$ cat config.mk
export PLATFORM = sky130hd
export DESIGN_NAME = load_store_unit_flat
export DESIGN_NICKNAME = d
export VERILOG_FILES = /design/src/rtl/load_store_unit_if.sv /design/src/rtl/load_store_unit.sv /design/src/flat_wrapper.sv
export SDC_FILE = /design/constraint.sdc
export NUM_CORES = 1
export LEC_CHECK = 0
export ABC_AREA = 1
export ABC_CLOCK_PERIOD_IN_PS = 5000
export BUFFER_PORTS_ARGS = -buffer_cell sky130_fd_sc_hd__buf_2
export CELL_PAD_IN_SITES_DETAIL_PLACEMENT = 0
export CELL_PAD_IN_SITES_GLOBAL_PLACEMENT = 1
export CORE_ASPECT_RATIO = 0.8
export CORE_MARGIN = 3
export CORE_UTILIZATION = 42
export DETAILED_ROUTE_END_ITERATION = 8
export GPL_ROUTABILITY_DRIVEN = 0
export GPL_TIMING_DRIVEN = 1
export HOLD_SLACK_MARGIN = 0.15
export PLACE_DENSITY = 0.95
export SYNTH_ARGS = -nofsm -noshare
export SYNTH_HDL_FRONTEND = slang
export SYNTH_SLANG_ARGS = --single-unit
$ cat constraint.sdc
create_clock -name clk -period 5 [get_ports clk]
set_input_delay 0.25 -clock clk [delete_from_list [all_inputs] [get_ports clk]]
set_output_delay 0.25 -clock clk [all_outputs]
set_load 0.03 [all_outputs]
$ cat src/rtl/load_store_unit_if.sv
// Request/response and data-memory signals of the load/store unit.
// A request transfers on a posedge where req_valid && req_ready; resp_valid is a one-cycle pulse with no backpressure.
interface load_store_unit_if;
   logic        req_valid;
   logic        req_ready;
   logic        req_we;
   logic [2:0]  req_funct3;
   logic [31:0] req_addr;
   logic [31:0] req_wdata;
   logic        resp_valid;
   logic [31:0] resp_rdata;
   logic        resp_err;
   logic [31:0] mem_addr;
   logic [31:0] mem_wd;
   logic        mem_memwrite;
   logic [31:0] mem_rd;

   // slave: the load/store unit itself
   modport slave (
      input  req_valid, req_we, req_funct3, req_addr, req_wdata, mem_rd,
      output req_ready, resp_valid, resp_rdata, resp_err, mem_addr, mem_wd, mem_memwrite
   );

   // master: the pipeline issuing requests together with the data memory
   modport master (
      output req_valid, req_we, req_funct3, req_addr, req_wdata, mem_rd,
      input  req_ready, resp_valid, resp_rdata, resp_err, mem_addr, mem_wd, mem_memwrite
   );
endinterface

$ cat src/rtl/load_store_unit.sv
// RV32I MEM-stage load/store unit: aligned loads with extension, sub-word stores by
// read-modify-write against a word-wide memory, error reporting without memory access.
module load_store_unit #(
   parameter int unsigned MEM_BYTES = 2048
) (
   input  logic              clk,
   input  logic              rst_n,
   load_store_unit_if.slave  bus,
   output logic [1:0]        dbg_state
);

   typedef enum logic [1:0] {
      IDLE   = 2'd0,
      ACCESS = 2'd1,
      WRITE  = 2'd2,
      RESP   = 2'd3
   } state_t;

   state_t      state, state_nxt;
   logic        we_q;
   logic [2:0]  f3_q;
   logic [1:0]  off_q;
   logic [31:0] wdata_q;
   logic [31:0] merged_q;
   logic [31:0] mem_addr_q;
   logic [31:0] rdata_q;
   logic        err_q;

   logic        accept;
   logic        req_err;
   logic        is_sw;
   logic [31:0] load_val;
   logic [31:0] merge_val;

   assign accept = bus.req_valid && (state == IDLE);
   assign is_sw  = we_q && (f3_q[1:0] == 2'b10);

   // Illegal encodings, stores with funct3[2] set, misalignment, and out-of-range.
   always_comb begin
      req_err = 1'b0;
      if (bus.req_funct3 == 3'b011 || bus.req_funct3 == 3'b110 || bus.req_funct3 == 3'b111)
         req_err = 1'b1;
      if (bus.req_we && bus.req_funct3[2])
         req_err = 1'b1;
      if (bus.req_funct3[1:0] == 2'b01 && bus.req_addr[0])
         req_err = 1'b1;
      if (bus.req_funct3[1:0] == 2'b10 && bus.req_addr[1:0] != 2'b00)
         req_err = 1'b1;
      if (bus.req_addr >= MEM_BYTES)
         req_err = 1'b1;
   end

   always_comb begin
      state_nxt = state;
      case (state)
         IDLE:    if (accept) state_nxt = req_err ? RESP : ACCESS;
         ACCESS:  state_nxt = (!we_q || is_sw) ? RESP : WRITE;
         WRITE:   state_nxt = RESP;
         RESP:    state_nxt = IDLE;
         default: state_nxt = IDLE;
      endcase
   end

   always_ff @(posedge clk or negedge rst_n) begin
      if (!rst_n) state <= IDLE;
      else        state <= state_nxt;
   end

   always_comb begin
      logic [7:0]  b;
      logic [15:0] h;
      b = 8'h00;
      case (off_q)
         2'd0: b = bus.mem_rd[7:0];
         2'd1: b = bus.mem_rd[15:8];
         2'd2: b = bus.mem_rd[23:16];
         2'd3: b = bus.mem_rd[31:24];
         default: b = 8'h00;
      endcase
      h = off_q[1] ? bus.mem_rd[31:16] : bus.mem_rd[15:0];
      case (f3_q)
         3'b000:  load_val = {{24{b[7]}}, b};
         3'b001:  load_val = {{16{h[15]}}, h};
         3'b100:  load_val = {24'h0, b};
         3'b101:  load_val = {16'h0, h};
         default: load_val = bus.mem_rd;
      endcase
   end

   // Replace only the addressed lane; the rest of the word comes back from memory unchanged.
   always_comb begin
      merge_val = bus.mem_rd;
      if (f3_q[0]) begin
         if (off_q[1]) merge_val[31:16] = wdata_q[15:0];
         else          merge_val[15:0]  = wdata_q[15:0];
      end else begin
         case (off_q)
            2'd0: merge_val[7:0]   = wdata_q[7:0];
            2'd1: merge_val[15:8]  = wdata_q[7:0];
            2'd2: merge_val[23:16] = wdata_q[7:0];
            2'd3: merge_val[31:24] = wdata_q[7:0];
            default: merge_val = bus.mem_rd;
         endcase
      end
   end

   // Response registers change only on the edge entering RESP, so they hold elsewhere.
   always_ff @(posedge clk or negedge rst_n) begin
      if (!rst_n) begin
         we_q       <= 1'b0;
         f3_q       <= 3'b000;
         off_q      <= 2'b00;
         wdata_q    <= 32'h0;
         merged_q   <= 32'h0;
         mem_addr_q <= 32'h0;
         rdata_q    <= 32'h0;
         err_q      <= 1'b0;
      end else begin
         case (state)
            IDLE: begin
               if (accept) begin
                  we_q       <= bus.req_we;
                  f3_q       <= bus.req_funct3;
                  off_q      <= bus.req_addr[1:0];
                  wdata_q    <= bus.req_wdata;
                  mem_addr_q <= {bus.req_addr[31:2], 2'b00};
                  if (req_err) begin
                     rdata_q <= 32'h0;
                     err_q   <= 1'b1;
                  end
               end
            end
            ACCESS: begin
               if (!we_q) begin
                  rdata_q <= load_val;
                  err_q   <= 1'b0;
               end else if (is_sw) begin
                  rdata_q <= 32'h0;
                  err_q   <= 1'b0;
               end else begin
                  merged_q <= merge_val;
               end
            end
            WRITE: begin
               rdata_q <= 32'h0;
               err_q   <= 1'b0;
            end
            default: ;
         endcase
      end
   end

   assign bus.req_ready    = (state == IDLE);
   assign bus.resp_valid   = (state == RESP);
   assign bus.resp_rdata   = rdata_q;
   assign bus.resp_err     = err_q;
   assign bus.mem_addr     = mem_addr_q;
   assign bus.mem_memwrite = (state == ACCESS && is_sw) || (state == WRITE);
   assign bus.mem_wd       = (state == ACCESS && is_sw) ? wdata_q :
                             (state == WRITE)           ? merged_q : 32'h0;
   assign dbg_state        = state;

endmodule

$ cat src/flat_wrapper.sv
// flat-port wrapper written by rule: the top's interface ports become plain ports
module load_store_unit_flat 
#(
   parameter int unsigned MEM_BYTES = 2048
)
  (clk, rst_n, dbg_state, bus_req_valid, bus_req_we, bus_req_funct3, bus_req_addr, bus_req_wdata, bus_mem_rd, bus_req_ready, bus_resp_valid, bus_resp_rdata, bus_resp_err, bus_mem_addr, bus_mem_wd, bus_mem_memwrite);
  load_store_unit_if bus_i ();
  input  logic clk;
  input  logic rst_n;
  output logic [1:0] dbg_state;
  input wire logic [$bits(bus_i.req_valid)-1:0] bus_req_valid;
  input wire logic [$bits(bus_i.req_we)-1:0] bus_req_we;
  input wire logic [$bits(bus_i.req_funct3)-1:0] bus_req_funct3;
  input wire logic [$bits(bus_i.req_addr)-1:0] bus_req_addr;
  input wire logic [$bits(bus_i.req_wdata)-1:0] bus_req_wdata;
  input wire logic [$bits(bus_i.mem_rd)-1:0] bus_mem_rd;
  output wire logic [$bits(bus_i.req_ready)-1:0] bus_req_ready;
  output wire logic [$bits(bus_i.resp_valid)-1:0] bus_resp_valid;
  output wire logic [$bits(bus_i.resp_rdata)-1:0] bus_resp_rdata;
  output wire logic [$bits(bus_i.resp_err)-1:0] bus_resp_err;
  output wire logic [$bits(bus_i.mem_addr)-1:0] bus_mem_addr;
  output wire logic [$bits(bus_i.mem_wd)-1:0] bus_mem_wd;
  output wire logic [$bits(bus_i.mem_memwrite)-1:0] bus_mem_memwrite;
  assign bus_i.req_valid = bus_req_valid;
  assign bus_i.req_we = bus_req_we;
  assign bus_i.req_funct3 = bus_req_funct3;
  assign bus_i.req_addr = bus_req_addr;
  assign bus_i.req_wdata = bus_req_wdata;
  assign bus_i.mem_rd = bus_mem_rd;
  assign bus_req_ready = bus_i.req_ready;
  assign bus_resp_valid = bus_i.resp_valid;
  assign bus_resp_rdata = bus_i.resp_rdata;
  assign bus_resp_err = bus_i.resp_err;
  assign bus_mem_addr = bus_i.mem_addr;
  assign bus_mem_wd = bus_i.mem_wd;
  assign bus_mem_memwrite = bus_i.mem_memwrite;
  load_store_unit #(.MEM_BYTES(MEM_BYTES)) u_core (.clk(clk), .rst_n(rst_n), .bus(bus_i), .dbg_state(dbg_state));
endmodule
==> reports/summary.md <==
- post-synthesis cell type count: 38
- Max Cap Violations: 0
- Slowest Stage Delay on Critical Path: 0.81 ns
- part of the total power dissipated in combinational logic: 49.0%
- share of final-layout standard cells stronger than drive strength 1: 27.3%
- post-detail-place hpwl: 16500 um
- cell count after synthesis: 906
- detailed-route wire length per cell: 17.7 um
- Via density: 5.35
- wirelength, routed: 24400 um
- core box area: 17000 um2
- Tot GR Track Use: 25.3%
- crit path setup slack, layout: 2.22 ns
- required time of the worst setup path: 4.75 ns
- P_int: 3660 uW
- NetSw: 3220 uW
- Starting Density: 43.8%
- maximum resistive drop on vdd: 0.000387 V
- Worst-path clk slew: 0.06 ns
- data arrival at the endpoint of the critical path: 2.53 ns
- buffering stage count on the worst path with inverters included: 3
- slew at the pin closest to its max-slew limit: 1.06 ns
- number of buffers between clock root and the deepest sink: 2
- Die X-Extent: 155 um
- via count of the first global-routing pass: 7227
- hold violation total from the final report: 0
- maximum clock frequency: 360 MHz
- Final min period: 2.78 ns
- number of antenna-violating nets in the routed design: 0
- yosys warns: 0
- final cycle utilization of the critical path: 55.5%
- dominant delay contributor by cell family on the critical path: buffers and inverters
- detailed-routing iteration count for the pre-antenna-repair pass: 7
- number of buffers inserted for hold repair after clock tree synthesis: 71
- top-level I/O count: 205
- number of buffers inserted by post-CTS setup repair: 0
- Cell Rows: 42
- number of synthesized register bits: 135
- max_slew headroom: 29.6%
- wire length of the first global-routing pass: 38900 um
- fraction of power consumed by sequential logic: 29.6%
- cell total after placement: 1272
- worst path cell trace: clkinv_2 -> nand4_1 -> buf_4 -> nor2_1 -> a21oi_1 -> buf_2
- GRT overflow: 0
- cells resized by post-CTS repair: 0
- pin count of the biggest net entering global routing: 90
- Sink Count: 135
- final instance count without filler cells: 1375
- total power density per cell area: 697 nW/um2
- Clock H-tree levels: 4
- total leakage power: 0.00487 uW
- sum of negative setup slack: 0 ns
- via count of the routed design: 7361
- nets: 1249
- fraction of power spent switching nets: 46.8%
- Root Driver: sky130_fd_sc_hd__clkbuf_16
- Inserted Clock Buffers: 17
- Finish-stage setup viols: 0
- fill cell total of the finished layout: 1555
- Die Y-Extent: 125 um
- result of the run: finished, final reports clean
- Area growth, synth to finish: 32.5%
- kind of end point of the critical path: primary output
- Synth Cell Area: 7440 um2
- drc violations: 0
- startpoint kind of the worst setup timing path: register
- placement-stage worst setup slack: 2.38 ns
- sequential area share after synthesis: 45.4%
- die area: 19400 um2
- highest fanout seen on the critical path: 65
- clock tree from TritonCTS: yes
- clk_skew: 0.00919 ns
- cell type of the slowest stage on the worst timing path: sky130_fd_sc_hd__dfrtp_1
- Iter 0 DRT Violations: 649
- synthesized area per cell: 8.21 um2
- path type of the worst setup path: reg2out
- latest clock arrival within the worst-skew pair: 0.43 ns
- part of the total power dissipated in the clock network: 21.4%
- number of antenna repair diodes: 0
- antenna violations before repair: 0
- port bufs: 202
- Hold Path Class: in2reg
- final max-slew violation count: 0
- setup repair after global routing missed its margin: false
-- cell type report --
type | instances | area (um2) | area share, %
well taps | 220 | 275 | 2.79
multi-input cells | 647 | 3500 | 35.6
inverters | 60 | 231 | 2.35
clock inverters | 12 | 223 | 2.26
repair buffers | 281 | 1790 | 18.1
clock buffers | 20 | 457 | 4.63
flip-flops and latches | 135 | 3380 | 34.3
-- routing by layer --
metal	track usage, %	share of wire [%]
met4	6.39	1.2
met5	0	0
met3	5.77	7.7
met1	33.8	43
met2	41.8	48
-- synth_stat cells --
cell | count | area [um2]
sky130_fd_sc_hd__o21ai_0 | 124 | 621
sky130_fd_sc_hd__buf_4 | 8 | 60.1
sky130_fd_sc_hd__or2_2 | 2 | 12.5
sky130_fd_sc_hd__inv_1 | 55 | 206
sky130_fd_sc_hd__inv_2 | 3 | 11.3
sky130_fd_sc_hd__ha_1 | 4 | 50.1
sky130_fd_sc_hd__dfrtp_1 | 135 | 3380
sky130_fd_sc_hd__o21ai_4 | 1 | 16.3
sky130_fd_sc_hd__o21ai_1 | 5 | 25.0
sky130_fd_sc_hd__nor2_8 | 1 | 20.0
sky130_fd_sc_hd__nand2_4 | 1 | 11.3
sky130_fd_sc_hd__buf_1 | 2 | 7.51
sky130_fd_sc_hd__nand3_1 | 24 | 120
sky130_fd_sc_hd__a21oi_1 | 93 | 465
sky130_fd_sc_hd__mux2_2 | 50 | 563
sky130_fd_sc_hd__nand4_1 | 28 | 175
sky130_fd_sc_hd__o21bai_1 | 7 | 52.6
sky130_fd_sc_hd__buf_6 | 4 | 45.0
sky130_fd_sc_hd__buf_2 | 28 | 140
sky130_fd_sc_hd__nand2_2 | 2 | 12.5
sky130_fd_sc_hd__clkbuf_1 | 23 | 86.3
sky130_fd_sc_hd__nor2_2 | 2 | 12.5
sky130_fd_sc_hd__a21oi_4 | 1 | 16.3
sky130_fd_sc_hd__o22a_1 | 12 | 105
sky130_fd_sc_hd__clkinv_2 | 1 | 5.00
sky130_fd_sc_hd__nand3_4 | 1 | 17.5
sky130_fd_sc_hd__a31oi_1 | 13 | 81.3
sky130_fd_sc_hd__a211oi_1 | 3 | 22.5
sky130_fd_sc_hd__o21ai_2 | 4 | 35.0
sky130_fd_sc_hd__o211ai_1 | 2 | 15.0
sky130_fd_sc_hd__o2111ai_1 | 3 | 26.3
sky130_fd_sc_hd__a32oi_1 | 1 | 8.76
sky130_fd_sc_hd__nor2_1 | 82 | 308
sky130_fd_sc_hd__inv_6 | 1 | 8.76
sky130_fd_sc_hd__nor2_4 | 1 | 11.3
sky130_fd_sc_hd__nand2_1 | 177 | 664
sky130_fd_sc_hd__nand4_4 | 1 | 21.3
sky130_fd_sc_hd__conb_1 | 1 | 3.75
-- sequential cells by signal, indices dropped and copies added, names as in the netlist --
register and cells:
u_core.we_q 1, u_core.merged_q 32, u_core.bus.resp_err 1, u_core.dbg_state 2, u_core.off_q 2, u_core.bus.resp_rdata 32, u_core.f3_q 3, u_core.wdata_q 32
u_core.bus.mem_addr 30
-- power groups by stage --
stage	logic, uW	registers [uW]	clock network, uW
after floorplan	2130	2320	0
after global placement	3250	2020	0
after detailed placement	3300	2020	0
after CTS	3350	2020	1480
after global routing	3680	2100	1530
final	3370	2040	1470
-- kinds of logic (layout without fill, tap and decap cells) --
| kind of cell | count (synthesis) | in the layout | share of synthesized area, % |
|---|---|---|---|
| mux | 50 | 50 | 7.57 |
| other cells | 1 | 2 | 0.0504 |
| fa+ha+maj | 4 | 4 | 0.673 |
| buf+inv | 125 | 373 | 7.67 |
| flops | 135 | 135 | 45.4 |
| simple gates | 322 | 322 | 18.6 |
| compound gates | 269 | 269 | 20.0 |
-- layout by cell type, fill, tap and decap left out, types with 6 or more instances in the layout --
| cell type | n |
|---|---|
| sky130_fd_sc_hd__buf_2 | 201 |
| sky130_fd_sc_hd__inv_1 | 55 |
| sky130_fd_sc_hd__buf_4 | 8 |
| sky130_fd_sc_hd__dlygate4sd3_1 | 71 |
| sky130_fd_sc_hd__a21oi_1 | 93 |
| sky130_fd_sc_hd__nand3_1 | 24 |
| sky130_fd_sc_hd__dfrtp_1 | 134 |
| sky130_fd_sc_hd__clkbuf_16 | 17 |
| sky130_fd_sc_hd__o22a_1 | 12 |
| sky130_fd_sc_hd__mux2_2 | 50 |
| sky130_fd_sc_hd__nor2_1 | 82 |
| sky130_fd_sc_hd__nand2_1 | 176 |
| sky130_fd_sc_hd__a31oi_1 | 13 |
| sky130_fd_sc_hd__bufinv_16 | 6 |
| sky130_fd_sc_hd__o21ai_0 | 124 |
| sky130_fd_sc_hd__o21bai_1 | 7 |
| sky130_fd_sc_hd__nand4_1 | 28 |
-- worst register-to-register path: stages (launching register included) --
cell and delay (ns):
sky130_fd_sc_hd__dfrtp_1 0.81, sky130_fd_sc_hd__o21ai_4 0.21, sky130_fd_sc_hd__nor2_4 0.75, sky130_fd_sc_hd__nor2_8 0.18, sky130_fd_sc_hd__nand3_4 0.44, sky130_fd_sc_hd__nand2_1 0.10
sky130_fd_sc_hd__o21ai_1 0.12
-- final timing paths --
check                                       endpoint  cells past startpoint                      start  slack [ns]
max                                    bus_mem_wd[8]                      6             u_core.f3_q[0]        2.22
min                              u_core.merged_q[26]                      3             bus_mem_rd[26]        0.16
max reg2reg                      u_core.bus.resp_err                      6             u_core.f3_q[0]        2.29
min reg2reg                u_core.bus.resp_rdata[20]                      2  u_core.bus.resp_rdata[20]        0.47
max in group asynchronous  u_core.bus.resp_rdata[10]                      3                      rst_n        3.39
min in group asynchronous         u_core.wdata_q[11]                      2                      rst_n        0.45
-- through the flow --
| step | utilization (%) | total power, uW | hold slack (ns) | area (um2) |
|---|---|---|---|---|
| floorplan | - | 4450 | -0.0456 | 7450 |
| global placement | 49.9 | 5270 | 0.385 | 8470 |
| detailed placement | 49.9 | 5320 | 0.376 | 8470 |
| CTS | 58.1 | 6850 | 0.152 | 9860 |
| global route | 58.1 | 7310 | 0.181 | 9860 |
| finish | 58.1 | 6870 | 0.159 | 9860 |
(Power assumes the default switching activity.)
